[config.mk]
export PLATFORM = sky130hd
export DESIGN_NAME = alarm_time_bank
export DESIGN_NICKNAME = d
export VERILOG_FILES = /design/src/rtl/alarm_time_bank_pkg.sv /design/src/rtl/alarm_time_bank_button_repeat.sv /design/src/rtl/alarm_time_bank.sv
export SDC_FILE = /design/constraint.sdc
export NUM_CORES = 1
export LEC_CHECK = 0
export ABC_AREA = 1
export BUFFER_PORTS_ARGS = -buffer_cell sky130_fd_sc_hd__buf_2
export CORE_MARGIN = 10
export CORE_UTILIZATION = 59
export CTS_CLUSTER_DIAMETER = 120
export CTS_CLUSTER_SIZE = 28
export DETAILED_ROUTE_END_ITERATION = 7
export PLACE_DENSITY = 0.78
export SKIP_CTS_REPAIR_TIMING = 1
export SYNTH_ARGS = -nofsm -noshare
export SYNTH_HDL_FRONTEND = slang
export SYNTH_SLANG_ARGS = --single-unit
[constraint.sdc]
create_clock -name i_Clk_5MHz -period 8.21 [get_ports i_Clk_5MHz]
set_input_delay 0 -clock i_Clk_5MHz [delete_from_list [all_inputs] [get_ports i_Clk_5MHz]]
set_output_delay 0 -clock i_Clk_5MHz [all_outputs]
set_load 0.03 [all_outputs]
[src/rtl/alarm_time_bank_pkg.sv]
// alarm_pkg: shared types, constants and conversion helpers for the alarm
// time bank.
//   HOURS_PER_DAY / MINUTES_PER_HOUR : wrap points for the slot counters
//   slot_t       : one alarm setting {hours[4:0], minutes[5:0]} in binary
//   disp_hour_t  : display hour plus PM flag produced by to_12h
//   rpt_state_t  : states of the held-button auto-repeat engine
//   to_bcd2      : 0..59 binary to two BCD digits using a compare ladder
//                  (no runtime divide)
//   to_12h       : 24h binary hour to display hour for 12h or 24h mode
package alarm_pkg;

  localparam int HOURS_PER_DAY    = 24;
  localparam int MINUTES_PER_HOUR = 60;

  typedef struct packed {
    logic [4:0] hours;
    logic [5:0] minutes;
  } slot_t;

  typedef struct packed {
    logic [4:0] hour;
    logic       pm;
  } disp_hour_t;

  typedef enum logic [1:0] {
    RPT_IDLE,
    RPT_DELAY,
    RPT_RATE
  } rpt_state_t;

  // The tens digit is picked by a fixed compare ladder, so the units digit
  // is a small constant subtraction rather than a divide.
  function automatic logic [7:0] to_bcd2(input logic [5:0] value);
    logic [3:0] tens;
    logic [5:0] base;
    logic [3:0] ones;
    if (value >= 6'd50) begin
      tens = 4'd5;
      base = 6'd50;
    end else if (value >= 6'd40) begin
      tens = 4'd4;
      base = 6'd40;
    end else if (value >= 6'd30) begin
      tens = 4'd3;
      base = 6'd30;
    end else if (value >= 6'd20) begin
      tens = 4'd2;
      base = 6'd20;
    end else if (value >= 6'd10) begin
      tens = 4'd1;
      base = 6'd10;
    end else begin
      tens = 4'd0;
      base = 6'd0;
    end
    ones = 4'(value - base);
    return {tens, ones};
  endfunction

  // Midnight shows as 12 AM and noon as 12 PM in 12h mode; 24h mode passes
  // the hour straight through with PM forced low.
  function automatic disp_hour_t to_12h(input logic [4:0] hour, input logic mode_24h);
    disp_hour_t result;
    result.hour = hour;
    result.pm   = 1'b0;
    if (!mode_24h) begin
      result.pm = (hour >= 5'd12);
      if (hour == 5'd0) begin
        result.hour = 5'd12;
      end else if (hour > 5'd12) begin
        result.hour = hour - 5'd12;
      end
    end
    return result;
  endfunction

endpackage

[src/rtl/alarm_time_bank_button_repeat.sv]
// button_repeat: turns a debounced, held button level into one-cycle bump
// pulses. The first bump is issued on the clock after the rising edge, then
// after DELAY_CYCLES of continuous hold a bump every RATE_CYCLES until
// release.
//   clk, rst : clock and asynchronous active-high reset
//   level    : debounced button level, high while held
//   clear    : synchronous abort; returns to idle and demands a fresh
//              rising edge before the next bump
//   bump     : registered one-cycle bump pulse
module button_repeat
  import alarm_pkg::*;
#(
  parameter int DELAY_CYCLES = 500,
  parameter int RATE_CYCLES  = 100,
  parameter int CNT_W        = 9
) (
  input  logic clk,
  input  logic rst,
  input  logic level,
  input  logic clear,
  output logic bump
);

  rpt_state_t       state;
  rpt_state_t       state_n;
  logic [CNT_W-1:0] cnt;
  logic [CNT_W-1:0] cnt_n;
  logic             bump_n;
  logic             level_q;
  logic             rise;

  assign rise = level & ~level_q;

  // The previous level keeps tracking the button even while cleared, so a
  // button that is still held when the clear drops does not look like a
  // fresh press.
  always_ff @(posedge clk or posedge rst) begin
    if (rst) begin
      state   <= RPT_IDLE;
      cnt     <= '0;
      bump    <= 1'b0;
      level_q <= 1'b0;
    end else begin
      state   <= state_n;
      cnt     <= cnt_n;
      bump    <= bump_n;
      level_q <= level;
    end
  end

  // The counter restarts at 1 whenever a bump is issued, so reaching the
  // DELAY or RATE value marks exactly that many clocks since the last bump.
  always_comb begin
    state_n = state;
    cnt_n   = cnt;
    bump_n  = 1'b0;
    if (clear || !level) begin
      state_n = RPT_IDLE;
      cnt_n   = '0;
    end else begin
      case (state)
        RPT_IDLE: begin
          if (rise) begin
            state_n = RPT_DELAY;
            cnt_n   = CNT_W'(1);
            bump_n  = 1'b1;
          end
        end
        RPT_DELAY: begin
          if (cnt == CNT_W'(DELAY_CYCLES)) begin
            state_n = RPT_RATE;
            cnt_n   = CNT_W'(1);
            bump_n  = 1'b1;
          end else begin
            cnt_n = cnt + CNT_W'(1);
          end
        end
        RPT_RATE: begin
          if (cnt == CNT_W'(RATE_CYCLES)) begin
            cnt_n  = CNT_W'(1);
            bump_n = 1'b1;
          end else begin
            cnt_n = cnt + CNT_W'(1);
          end
        end
        default: begin
          state_n = RPT_IDLE;
          cnt_n   = '0;
        end
      endcase
    end
  end

endmodule

[src/rtl/alarm_time_bank.sv]
// alarm_time_bank: NUM_ALARMS hour/minute alarm slots with held-button
// editing, BCD display of the selected slot, per-slot match pulses and a
// latched ringing flag.
//   i_Clk_5MHz, i_Reset         : clock, asynchronous active-high reset
//   i_Select                    : slot under edit and display
//   i_Minutes_Inc, i_Hours_Inc  : held-button levels, auto-repeat on hold
//   i_Arm_Toggle                : pulse, flips armed bit of selected slot
//   i_Dismiss                   : pulse, clears ringing (and any snooze)
//   i_Snooze                    : pulse, snooze while ringing (snooze build)
//   i_24H_Mode                  : display format select
//   i_Time_Hours/Minutes/Seconds: running time in binary
//   o_Alarm_Time                : {H tens, H units, M tens, M units} BCD
//   o_PM                        : selected slot is PM (12h mode only)
//   o_Armed, o_Match, o_Ringing : armed bits, match pulses, ringing flag
// Optional feature macro: ALARM_TIME_BANK_SNOOZE_EN enables the snooze
// logic; without it i_Snooze is accepted but ignored.
module alarm_time_bank
  import alarm_pkg::*;
#(
  parameter int NUM_ALARMS      = 4,
  parameter int START_MINUTES   = 0,
  parameter int START_HOURS     = 0,
  parameter int CLK_HZ          = 5000000,
  parameter int REPEAT_DELAY_MS = 500,
  parameter int REPEAT_RATE_MS  = 100,
  parameter int SNOOZE_MINUTES  = 9,
  localparam int SEL_W = (NUM_ALARMS > 1) ? $clog2(NUM_ALARMS) : 1
) (
  input  logic                  i_Clk_5MHz,
  input  logic                  i_Reset,
  input  logic [SEL_W-1:0]      i_Select,
  input  logic                  i_Minutes_Inc,
  input  logic                  i_Hours_Inc,
  input  logic                  i_Arm_Toggle,
  input  logic                  i_Dismiss,
  input  logic                  i_Snooze,
  input  logic                  i_24H_Mode,
  input  logic [4:0]            i_Time_Hours,
  input  logic [5:0]            i_Time_Minutes,
  input  logic [5:0]            i_Time_Seconds,
  output logic [15:0]           o_Alarm_Time,
  output logic                  o_PM,
  output logic [NUM_ALARMS-1:0] o_Armed,
  output logic [NUM_ALARMS-1:0] o_Match,
  output logic                  o_Ringing
);

  localparam int DELAY_CYCLES = CLK_HZ / 1000 * REPEAT_DELAY_MS;
  localparam int RATE_CYCLES  = CLK_HZ / 1000 * REPEAT_RATE_MS;
  localparam int CNT_MAX      = (RATE_CYCLES > DELAY_CYCLES) ? RATE_CYCLES : DELAY_CYCLES;
  localparam int CNT_W        = (CNT_MAX > 0) ? $clog2(CNT_MAX + 1) : 1;
  localparam slot_t START_SLOT = {5'(START_HOURS), 6'(START_MINUTES)};

  slot_t                 slots [NUM_ALARMS];
  slot_t                 sel_slot;
  disp_hour_t            disp_hour;
  logic [4:0]            hours_next;
  logic [5:0]            minutes_next;
  logic                  sel_valid;
  logic [SEL_W-1:0]      sel_q;
  logic                  sel_changed;
  logic                  hours_bump;
  logic                  minutes_bump;
  logic                  minutes_clear;
  logic [NUM_ALARMS-1:0] armed;
  logic [NUM_ALARMS-1:0] match_q;
  logic [NUM_ALARMS-1:0] match_n;
  logic [5:0]            sec_q;
  logic                  minute_boundary;
  logic                  ringing;

  assign sel_valid       = (int'(i_Select) < NUM_ALARMS);
  assign sel_changed     = (i_Select != sel_q);
  assign minutes_clear   = sel_changed | i_Hours_Inc;
  assign minute_boundary = (i_Time_Seconds == 6'd0) && (sec_q != 6'd0);

  assign o_Armed   = armed;
  assign o_Match   = match_q;
  assign o_Ringing = ringing;

  // The hours button wins over minutes by holding the minutes engine in
  // clear for as long as hours is pressed; a select change clears both so
  // a held button never spills onto the newly selected slot.
  button_repeat #(
    .DELAY_CYCLES(DELAY_CYCLES),
    .RATE_CYCLES (RATE_CYCLES),
    .CNT_W       (CNT_W)
  ) u_minutes_repeat (
    .clk  (i_Clk_5MHz),
    .rst  (i_Reset),
    .level(i_Minutes_Inc),
    .clear(minutes_clear),
    .bump (minutes_bump)
  );

  button_repeat #(
    .DELAY_CYCLES(DELAY_CYCLES),
    .RATE_CYCLES (RATE_CYCLES),
    .CNT_W       (CNT_W)
  ) u_hours_repeat (
    .clk  (i_Clk_5MHz),
    .rst  (i_Reset),
    .level(i_Hours_Inc),
    .clear(sel_changed),
    .bump (hours_bump)
  );

  // Selected slot, its incremented fields and the rendered display. Minutes
  // wrap without carrying into hours. An out-of-range select reads as zero.
  always_comb begin
    sel_slot = '0;
    if (sel_valid) begin
      sel_slot = slots[i_Select];
    end
    hours_next   = (sel_slot.hours >= 5'(HOURS_PER_DAY - 1)) ? 5'd0 : sel_slot.hours + 5'd1;
    minutes_next = (sel_slot.minutes >= 6'(MINUTES_PER_HOUR - 1)) ? 6'd0 : sel_slot.minutes + 6'd1;
    disp_hour    = to_12h(sel_slot.hours, i_24H_Mode);
    o_Alarm_Time = {to_bcd2({1'b0, disp_hour.hour}), to_bcd2(sel_slot.minutes)};
    o_PM         = disp_hour.pm;
  end

  // Slot storage. A bump landing on the cycle the select moves is dropped so
  // it cannot be applied to the wrong slot.
  always_ff @(posedge i_Clk_5MHz or posedge i_Reset) begin
    if (i_Reset) begin
      for (int k = 0; k < NUM_ALARMS; k++) begin
        slots[k] <= START_SLOT;
      end
      sel_q <= '0;
    end else begin
      sel_q <= i_Select;
      if (sel_valid && !sel_changed) begin
        if (hours_bump) begin
          slots[i_Select].hours <= hours_next;
        end
        if (minutes_bump) begin
          slots[i_Select].minutes <= minutes_next;
        end
      end
    end
  end

  // Armed bits flip on the toggle pulse for the selected slot only.
  always_ff @(posedge i_Clk_5MHz or posedge i_Reset) begin
    if (i_Reset) begin
      armed <= '0;
    end else if (i_Arm_Toggle && sel_valid) begin
      armed[i_Select] <= ~armed[i_Select];
    end
  end

  // A match needs the seconds to have just rolled to zero, so holding the
  // time at hh:mm:00 or editing a slot mid-minute cannot fire again.
  always_comb begin
    match_n = '0;
    for (int k = 0; k < NUM_ALARMS; k++) begin
      if (minute_boundary && armed[k] &&
          (slots[k].hours == i_Time_Hours) && (slots[k].minutes == i_Time_Minutes)) begin
        match_n[k] = 1'b1;
      end
    end
  end

  // Seconds history and the registered match pulses.
  always_ff @(posedge i_Clk_5MHz or posedge i_Reset) begin
    if (i_Reset) begin
      sec_q   <= '0;
      match_q <= '0;
    end else begin
      sec_q   <= i_Time_Seconds;
      match_q <= match_n;
    end
  end

`ifdef ALARM_TIME_BANK_SNOOZE_EN
  localparam int SNZ_W = (SNOOZE_MINUTES > 0) ? $clog2(SNOOZE_MINUTES + 1) : 1;

  logic             snooze_active;
  logic [SNZ_W-1:0] snooze_cnt;
  logic [5:0]       min_q;
  logic             minute_changed;

  assign minute_changed = (i_Time_Minutes != min_q);

  // Ringing with snooze. A fresh match outranks everything and cancels any
  // pending snooze; dismiss cancels both ringing and snooze; snooze is only
  // honoured while ringing. The countdown re-raises ringing directly,
  // without producing a match pulse.
  always_ff @(posedge i_Clk_5MHz or posedge i_Reset) begin
    if (i_Reset) begin
      ringing       <= 1'b0;
      snooze_active <= 1'b0;
      snooze_cnt    <= '0;
      min_q         <= '0;
    end else begin
      min_q <= i_Time_Minutes;
      if (|match_q) begin
        ringing       <= 1'b1;
        snooze_active <= 1'b0;
      end else if (i_Dismiss) begin
        ringing       <= 1'b0;
        snooze_active <= 1'b0;
      end else if (i_Snooze && ringing) begin
        ringing       <= 1'b0;
        snooze_active <= 1'b1;
        snooze_cnt    <= SNZ_W'(SNOOZE_MINUTES);
      end else if (snooze_active && minute_changed) begin
        if (snooze_cnt <= SNZ_W'(1)) begin
          ringing       <= 1'b1;
          snooze_active <= 1'b0;
          snooze_cnt    <= '0;
        end else begin
          snooze_cnt <= snooze_cnt - SNZ_W'(1);
        end
      end
    end
  end
`else
  logic snooze_unused;

  assign snooze_unused = i_Snooze;

  // Ringing latches on any match and clears on dismiss; a match in the same
  // cycle as a dismiss keeps it set. Disarming a slot has no effect here.
  always_ff @(posedge i_Clk_5MHz or posedge i_Reset) begin
    if (i_Reset) begin
      ringing <= 1'b0;
    end else if (|match_q) begin
      ringing <= 1'b1;
    end else if (i_Dismiss) begin
      ringing <= 1'b0;
    end
  end
`endif

endmodule

==> results of run 1 <==
-- worst min-delay path by stage --
stage	to	slack (ns)	cells after the start
floorplan	sec_q[0]$_DFF_PP0_	0.03	0
finish	o_Match[3]$_DFF_PP0_	-0.01	4
global route	o_Match[0]$_DFF_PP0_	0.007	5
detailed placement	sec_q[0]$_DFF_PP0_	0.13	1
CTS	sec_q[0]$_DFF_PP0_	-0.31	1
global placement	u_hours_repeat.level_q$_DFF_PP0_	0.12	1
-- metrics by stage --
step | instance area [µm²] | utilization, %
after floorplan | 6980 | -
after global placement | 7300 | 63.4
after detailed placement | 7300 | 63.4
after CTS | 7960 | 69.2
after global routing | 8100 | 70.4
final | 8100 | 70.4
-- layer usage --
metal	up-vias	part of all wire [%]	GRT usage, %
met2	210	47	34.8
met1	2927	44	27.5
met4	0	2.6	8.23
met5	-	0	0
met3	39	5.5	5.50
li1	3125	-	-
-- cells in the mapped netlist, types with 3 or more instances --
cell type / number / share of area [%]
a2111oi_0: 4 / 0.50
a21oi_1: 26 / 1.9
a221oi_1: 3 / 0.38
a31oi_1: 4 / 0.36
buf_4: 4 / 0.43
buf_6: 4 / 0.65
clkbuf_1: 3 / 0.16
dfrtp_1: 113 / 41
ha_1: 14 / 2.5
inv_1: 134 / 7.2
inv_2: 9 / 0.48
nand2_1: 188 / 10
nand2_2: 10 / 0.90
nand2_4: 4 / 0.65
nand3_1: 44 / 3.2
nand3_2: 8 / 1.1
nand4_1: 20 / 1.8
nor2_1: 85 / 4.6
nor2_2: 4 / 0.36
nor2_4: 5 / 0.81
nor3_1: 24 / 1.7
nor3_2: 7 / 1.0
nor4_1: 12 / 1.1
o211ai_1: 4 / 0.43
o21a_1: 6 / 0.65
o21ai_0: 66 / 4.7
o21ai_1: 11 / 0.79
o21ai_2: 6 / 0.75
o22ai_1: 28 / 2.5
o31ai_1: 3 / 0.32
xnor2_1: 10 / 1.3
xor2_1: 14 / 1.8
-- state kept, by name, summed over array words and instances (netlist names), 2 cells and up --
| name | count |
|---|---|
| u_minutes_repeat.state | 2 |
| u_hours_repeat.cnt | 22 |
| slots | 44 |
| u_minutes_repeat.cnt | 22 |
| sec_q | 6 |
| sel_q | 2 |
| o_Match | 4 |
| o_Armed | 4 |
| u_hours_repeat.state | 2 |
-- worst max-delay path: cells and delay by family --
family | cells | cell delay [ns]
AO/OA/AOI/OAI | 2 | 0.20
adder cells (fa/ha/maj) | 3 | 0.79
buffers and inverters | 10 | 1.52
AND/OR/NAND/NOR | 12 | 1.26
-- cell type report --
class / instances / area (µm²)
clock buffer: 24 / 492
clock inverter: 8 / 174
fill: 934 / 3410
inverter: 148 / 573
multi-input combinational: 631 / 3470
sequential: 113 / 2830
tap: 143 / 179
timing repair buffer: 63 / 388
-- power by group through the flow --
stage                     clock [mW]  combinational (mW)  sequential [mW]
final                          0.824               0.166            0.588
after global placement             0               0.159            0.596
after CTS                      0.830               0.162            0.588
after global routing           0.860               0.184            0.589
after detailed placement           0               0.161            0.596
after floorplan                    0               0.110            0.601
-- kinds of logic (layout without fill, tap and decap cells) --
group	count (synthesis)	count (layout)	synth area share, %
buf+inv	161	243	9.78
simple gates	421	421	29.1
xor+xnor	25	25	3.41
fa+ha+maj	16	16	3.09
compound gates	166	166	14.0
flops	113	113	40.6
other cells	1	3	0.0538
==> results.cfg, run 1 <==
[status]
run_status = complete, but fails checks
violations = hold timing

[timing]
fin_hold_ws_ns = -0.0143
worstMarginPinSlew_ns = 0.725
rsz0062_at_grt = no
timing_max_transition_violations_final = 0
worst_slack_ns = 4.46
report.final.setup_viol = 0
setup_total_negative_slack_ns = 0
maxClockFrequency_mhz = 266
finalClockSkew_ns = 0.00861
hold_viol = 3
timing.slew.headroom_pct = 51.7
final.min_clock_period_ns = 3.75
share_of_the_clock_period_used_by_the_worst_path_pct = 45.7

[worst_setup_path]
r2r-end = slots[15]$_DFFE_PP0P_
timing.critical_path.mode_cell = nand2_1
crit_path_from = i_Select[1]
r2r.worst_path.cells = 10
crit_slowest_cell = dlygate4sd3_1
setup.worst_path.start_class = input port
crit-reg2reg-launch = slots[1]$_DFFE_PP0P_
worstSetupEndpointType = primary output
required_ns = 8.21
worst_path_max_fanout = 8
worst-r2r-setup-slack_ns = 6.05
crit_path_end = o_Alarm_Time[11]
worst-endpoint-arrival_ns = 3.75
worst_path_largest_cell_delay_ns = 0.53
worstSetupPathType = in2out

[run]
drv_cap = 0

[grt]
grt_pass1_vias = 5925
globalRouteTotalUtil_pct = 21.6
grt-ovfl-total = 0
grt_antenna_before_repair = 0
global_route_wire_length_before_repair_um = 28900
grt_start_max_net_pins = 60

[worst_hold_path]
class_of_the_tightest_hold_or_removal_check = in2reg
worst_hold_startpoint = i_Time_Minutes[2]

[die]
dieArea_um2 = 16600
num_io_pins = 53
initial_utilization_pct = 60.5
die_width_um = 129
fp.coreArea_um2 = 11500
fp.dieH_um = 129
placementRows = 39

[clocking]
number_of_clock_buffers_inserted_by_tritoncts = 17
h-tree-depth = 4
clock_sink_count = 113
clock_tree.buffer_depth = 2
clk_root_buffer_cell = clkbuf_16
path_clk_slew_ns = 0.05
clk_latency_ns = 0.42
tritoncts = yes

[logic_synthesis]
postSynth.topFlopCell = dfrtp_1
netlist_instances = 903
synth-warning-count = 0
syn-mean-instance-area_um2 = 7.72
netlist_area_um2 = 6970
yosys_register_bits = 113
yosysSeqAreaShare_pct = 40.6
synthDistinctLibCells = 52
number_of_enable_flip_flop_cells_after_synthesis = 0
postSynth.asyncResetShare_pct = 100

[place]
dp.cells = 1084
place_ws_ns = 4.92
number_of_i_o_port_buffers = 48
gpl_congestion = 0.955
detailed_place_hpwl_um = 12600

[power]
power.clock.fraction_pct = 52.2
power_frac_seq_pct = 37.3
power.total_mw = 1.58
leakage_nw = 3.71
pwr-share-comb_pct = 10.5
max-vdd-ir-drop_mv = 0.157
power_report.internal_total_mw = 1.19
power.share.switching_pct = 24.4
power_density_nw_per_um2 = 195
p_sw_mw = 0.384

[detailed_routing]
starting_drc_count_in_detailed_routing = 634
drt_drc = 0
drt_pre_antenna_iters = 8
viasPerCell = 5.58
avgRoutedWirePerCell_um = 15.3
via_count = 6301
routed_wl_um = 17300
drtAntennaViolNets = 0

[cells_and_area]
layout-drive-gt1-share_pct = 14.7
nNetsFinal = 1017
layout_common_cells = 188 x nand2_1, 133 x inv_1, 113 x dfrtp_1, 85 x nor2_1, 66 x o21ai_0
antenna-diode-count = 0
mostFrequentLayoutCell = nand2_1
final_cells = 1130
area_growth_syn_to_layout_pct = 16.2
No activity file was read; power rests on OpenSTA's default activity.
==> run 2, diff against run 1 <==
- clock period: 8.21 -> 3.7 ns (I/O delays scaled with it)
==> run 2 against run 1 <==
The flow still finishes with violations (hold timing). Critical path depth is 13 lower. Largest power group unchanged. Wire length increased by 4.2%. Register-to-register slack got worse by 4.4 ns. Non-clock buffer count grew 6. Sequential cell count is the same. Total power grew 120%. Highest routed layer unchanged. Utilization up 0.28 points.
==> results.cfg, run 2 (same netlist as run 1, synthesis figures left out) <==
[status]
run_status = complete, but fails checks
violations = hold timing

[timing]
timing_max_transition_violations_final = 0
fin_hold_ws_ns = -0.0112
worst_slack_ns = 0.286
timing.slew.headroom_pct = 44.9
maxClockFrequency_mhz = 293
worstMarginPinSlew_ns = 0.827
rsz0062_at_grt = no
finalClockSkew_ns = 0.00501
share_of_the_clock_period_used_by_the_worst_path_pct = 92.3
final.min_clock_period_ns = 3.41
hold_viol = 2
setup_total_negative_slack_ns = 0
report.final.setup_viol = 0

[cells_and_area]
layout_common_cells = 188 x nand2_1, 133 x inv_1, 113 x dfrtp_1, 85 x nor2_1, 66 x o21ai_0
layout-drive-gt1-share_pct = 15.2
antenna-diode-count = 0
nNetsFinal = 1023
mostFrequentLayoutCell = nand2_1
flip_flop_count_of_the_largest_register_all_copies_and_words_added = 44
reg_top3 = slots (44), u_hours_repeat.cnt (22), u_minutes_repeat.cnt (22)
area_growth_syn_to_layout_pct = 16.7
top_register = slots

[grt]
global_route_wire_length_before_repair_um = 29700
gr-max-usage-layer = met2
grt-ovfl-total = 0
grt_start_max_net_pins = 69
grt.met2_usage_pct = 36.4
grt_pass1_vias = 6122
grt_antenna_before_repair = 0
gr-usage-met1_pct = 27.5
globalRouteTotalUtil_pct = 22.3
global_routing_met3_resource_utilization_pct = 5.26

[worst_setup_path]
worstSetupEndpointType = primary output
r2r.worst_path.cells = 10
timing.critical_path.cells = inv_1 > o21ai_0 > nor3_2 > inv_1 > ha_1 > o31ai_1 > nand2_1 > ha_1 > fa_1 > xor2_1 > nand3b_1 > nand2_1 > inv_1 > buf_2
worst_path_largest_cell_delay_ns = 0.41
worst_path_max_fanout = 3
crit_path_from = slots[23]$_DFFE_PP0P_
worst-endpoint-arrival_ns = 3.41
timing.critical_path.mode_cell = inv_1
required_ns = 3.70
crit_slowest_cell = dfrtp_1
crit-reg2reg-launch = slots[23]$_DFFE_PP0P_
worst-r2r-setup-slack_ns = 1.60
r2r-end = slots[15]$_DFFE_PP0P_
setup.worst_path.start_class = register
worstSetupPathType = reg2out

[power]
pwr-share-comb_pct = 10.9
p_sw_mw = 0.874
power.clock.fraction_pct = 51.7
power_density_nw_per_um2 = 429
power_report.internal_total_mw = 2.61
max-vdd-ir-drop_mv = 0.472
leakage_nw = 3.74
power.share.switching_pct = 25.1
power_frac_seq_pct = 37.4

[die]
num_io_pins = 53
die_width_um = 129
fp.dieH_um = 129
initial_utilization_pct = 60.5
dieArea_um2 = 16600
fp.coreArea_um2 = 11500
placementRows = 39

[run]
drv_cap = 0

[detailed_routing]
avgRoutedWirePerCell_um = 15.8
starting_drc_count_in_detailed_routing = 658
routed_wl_um = 18000
via_count = 6434
drt_drc = 0
viasPerCell = 5.66
drtAntennaViolNets = 0
drt_pre_antenna_iters = 6

[place]
gpl_congestion = 0.949
detailed_place_hpwl_um = 12900
place_ws_ns = 0.519
number_of_i_o_port_buffers = 48

[clocking]
h-tree-depth = 4
clock_tree.buffer_depth = 2
tritoncts = yes
path_clk_slew_ns = 0.05
clk_root_buffer_cell = clkbuf_16
number_of_clock_buffers_inserted_by_tritoncts = 17
clk_latency_ns = 0.43
clock_sink_count = 113

[worst_hold_path]
timing.hold.worst_path_depth = 5
whs_endpoint = o_Match[0]$_DFF_PP0_
worst_hold_startpoint = i_Time_Hours[0]
class_of_the_tightest_hold_or_removal_check = in2reg
==> run 2: power by group through the flow <==
stage	sequential (mW)	clock (mW)	combinational (mW)
6_report	1.30	1.81	0.379
5_1_grt	1.31	1.86	0.419
4_1_cts	1.30	1.81	0.362
3_5_place_dp	1.32	0	0.359
3_3_place_gp	1.32	0	0.354
2_1_floorplan	1.33	0	0.243
==> run 2: metal layers <==
metal  up-vias  part of all wire [%]
li1       3134                     -
met1      3023                    43
met2       233                    47
met3        44                   7.1
met4         0                   2.5
met5         -                     0
==> run 2: metrics by stage <==
stage / std cells / hold slack [ns] / instance area (µm²) / util, % / total power, mW
after floorplan: 905 / 0.0314 / 6980 / - / 1.58
after global routing: 1136 / 0.0192 / 8140 / 70.7 / 3.59
after global placement: 1086 / 0.122 / 7310 / 63.5 / 1.68
final: 1136 / -0.0112 / 8140 / 70.7 / 3.49
after CTS: 1118 / -0.315 / 7960 / 69.1 / 3.48
after detailed placement: 1086 / 0.124 / 7310 / 63.5 / 1.68
==> run 2: worst max-delay path by stage <==
stage,cells past startpoint,end,slack [ns]
3_3_place_gp,16,o_Alarm_Time[3],0.59
2_1_floorplan,1,o_Armed[0]$_DFFE_PP0P_,0.71
3_5_place_dp,16,o_Alarm_Time[3],0.52
6_report,14,o_Alarm_Time[3],0.29
5_1_grt,24,o_Alarm_Time[11],0.05
4_1_cts,14,o_Alarm_Time[3],0.21
==> run 2: critical path: cells and delay by family, from the launching register on <==
family / cells / cell delay [ns]
simple gates: 4 / 0.68
flops: 1 / 0.41
xor+xnor: 1 / 0.18
compound gates: 2 / 0.51
fa+ha+maj: 3 / 0.79
buf+inv: 4 / 0.41
==> run 2: final cells by class <==
type	instances	area, µm²
inverters	148	573
fillers	928	3380
well taps	143	179
multi-input cells	631	3470
repair buffers	69	438
clock buffers	22	464
clock inverters	10	181
flip-flops and latches	113	2830
==> run 3, diff against run 2 <==
- HOLD_SLACK_MARGIN: not set -> 0.08
- SLEW_MARGIN: not set -> 20
==> run 3 against run 2 <==
Critical path type unchanged. Critical path depth unchanged. Sequential share of layout area down 0.25 points. Via count up 1.2%. The flow now finishes without violations. Final area up 0.74%. Sequential cell count unchanged.
==> results.cfg, run 3 (same netlist as run 1, synthesis figures left out) <==
[worst_setup_path]
worst_path_max_fanout = 3
timing.critical_path.cells = inv_1 > o21ai_0 > nor3_2 > inv_1 > ha_1 > o31ai_1 > nand2_1 > ha_1 > fa_1 > xor2_1 > nand3b_1 > nand2_1 > inv_1 > buf_2
worst-path-stages = 14
worstSetupPathType = reg2out
worst-r2r-setup-slack_ns = 1.60
required_ns = 3.70
critical_path.n_buffers_inverters = 4
setup.worst_path.start_class = register
r2r-end = slots[37]$_DFFE_PP0P_
timing.critical_path.mode_cell = inv_1
worstSetupEndpointType = primary output
crit-reg2reg-launch = slots[23]$_DFFE_PP0P_
worst_path_largest_cell_delay_ns = 0.41
crit_path_end = o_Alarm_Time[3]
critical_path.top_delay_family = adder cells
worst-endpoint-arrival_ns = 3.42
r2r.worst_path.cells = 10
crit_slowest_cell = dfrtp_1
crit_path_from = slots[23]$_DFFE_PP0P_

[timing]
worst_slack_ns = 0.282
hold_viol = 0
report.final.setup_viol = 0
final.min_clock_period_ns = 3.42
setup_total_negative_slack_ns = 0
maxClockFrequency_mhz = 293
timing.slew.headroom_pct = 44.3
worstMarginPinSlew_ns = 0.835
finalClockSkew_ns = 0.00647
rsz0062_at_grt = no
share_of_the_clock_period_used_by_the_worst_path_pct = 92.4
timing_max_transition_violations_final = 0

[grt]
grt-ovfl-total = 0
global_route_wire_length_before_repair_um = 29700
globalRouteTotalUtil_pct = 22.3
grt_antenna_before_repair = 0
grt_pass1_vias = 6122
grt_start_max_net_pins = 69

[power]
power_density_nw_per_um2 = 426
leakage_nw = 3.76
max-vdd-ir-drop_mv = 0.471

[status]
run_status = finished clean

[die]
dieArea_um2 = 16600
num_io_pins = 53
die_width_um = 129
fp.coreArea_um2 = 11500
initial_utilization_pct = 60.5
fp.dieH_um = 129
placementRows = 39

[detailed_routing]
drtAntennaViolNets = 0
drt_pre_antenna_iters = 6
drt_drc = 0
via_count = 6514
viasPerCell = 5.70
routed_wl_um = 18100
avgRoutedWirePerCell_um = 15.9
starting_drc_count_in_detailed_routing = 679

[cells_and_area]
antenna-diode-count = 0
layout-drive-gt1-share_pct = 15.1
mostFrequentLayoutCell = nand2_1
nNetsFinal = 1029
area_growth_syn_to_layout_pct = 17.5
reg_top3 = slots (44), u_hours_repeat.cnt (22), u_minutes_repeat.cnt (22)
layout_common_cells = 188 x nand2_1, 133 x inv_1, 113 x dfrtp_1, 85 x nor2_1, 66 x o21ai_0
nFillCells = 920
top_register = slots
flip_flop_count_of_the_largest_register_all_copies_and_words_added = 44

[clocking]
clock_tree.buffer_depth = 2
clk_root_buffer_cell = clkbuf_16
clk_latency_ns = 0.43
clock_sink_count = 113
number_of_clock_buffers_inserted_by_tritoncts = 17
path_clk_slew_ns = 0.05
tritoncts = yes
h-tree-depth = 4

[place]
detailed_place_hpwl_um = 12900
number_of_i_o_port_buffers = 48
place_ws_ns = 0.519
gpl_congestion = 0.949

[run]
drv_cap = 0

[worst_hold_path]
class_of_the_tightest_hold_or_removal_check = in2reg
-- run 3: cell types whose count changed in the layout (fill, tap and decap cells not counted), sizes merged --
cell	previous run	this run
dlygate4sd3	15	21
-- run 3: worst min-delay path by stage --
stage / from / endpoint / cells after the start
after CTS: i_Time_Seconds[1] / sec_q[1]$_DFF_PP0_ / 1
after detailed placement: i_Time_Seconds[1] / sec_q[1]$_DFF_PP0_ / 1
after global placement: i_Hours_Inc / u_hours_repeat.level_q$_DFF_PP0_ / 1
after global routing: i_Time_Minutes[3] / o_Match[2]$_DFF_PP0_ / 5
after floorplan: i_Time_Seconds[0] / sec_q[0]$_DFF_PP0_ / 0
final: i_Time_Minutes[0] / o_Match[1]$_DFF_PP0_ / 5
-- run 3: layout make-up --
cell class                      instances  area [µm²]  share of cell area [%]
Multi-Input combinational cell        631        3470                    42.4
Inverter                              148         573                    6.99
Clock buffer                           22         464                    5.66
Timing Repair Buffer                   75         498                    6.08
Clock inverter                         10         181                    2.21
Sequential cell                       113        2830                    34.5
Tap cell                              143         179                    2.18
-- run 3: where the power goes --
group	switching, mW	internal (mW)	total (mW)	leakage (nW)
Combinational	0.261	0.121	0.382	1.92
Sequential	0.0352	1.27	1.30	1.53
Clock	0.577	1.23	1.80	0.314
Total	0.873	2.62	3.49	3.76
-- run 3: worst min-delay path, stage by stage --
cell,delay [ns]
buf_2,0.13
o22ai_1,0.10
a2111oi_0,0.08
nand2_1,0.07
nor3_1,0.04
-- run 3: through the flow --
step,utilization [%],area (µm²),hold slack (ns),power [mW],std cells
6_report,71.2,8200,0.0292,3.49,1142
5_1_grt,71.2,8200,0.0905,3.59,1142
4_1_cts,69.1,7960,-0.315,3.48,1118
3_5_place_dp,63.5,7310,0.124,1.68,1086
3_3_place_gp,63.5,7310,0.122,1.68,1086
2_1_floorplan,-,6980,0.0314,1.58,905
-- run 3: layer usage --
| layer | vias up | global-route usage, % | wire (µm) |
|---|---|---|---|
| li1 | 3145 | - | - |
| met1 | 3074 | 27.5 | 7680 |
| met2 | 247 | 36.4 | 8640 |
| met3 | 48 | 5.26 | 1340 |
| met4 | 0 | 10.2 | 478 |
| met5 | - | 0 | 0 |
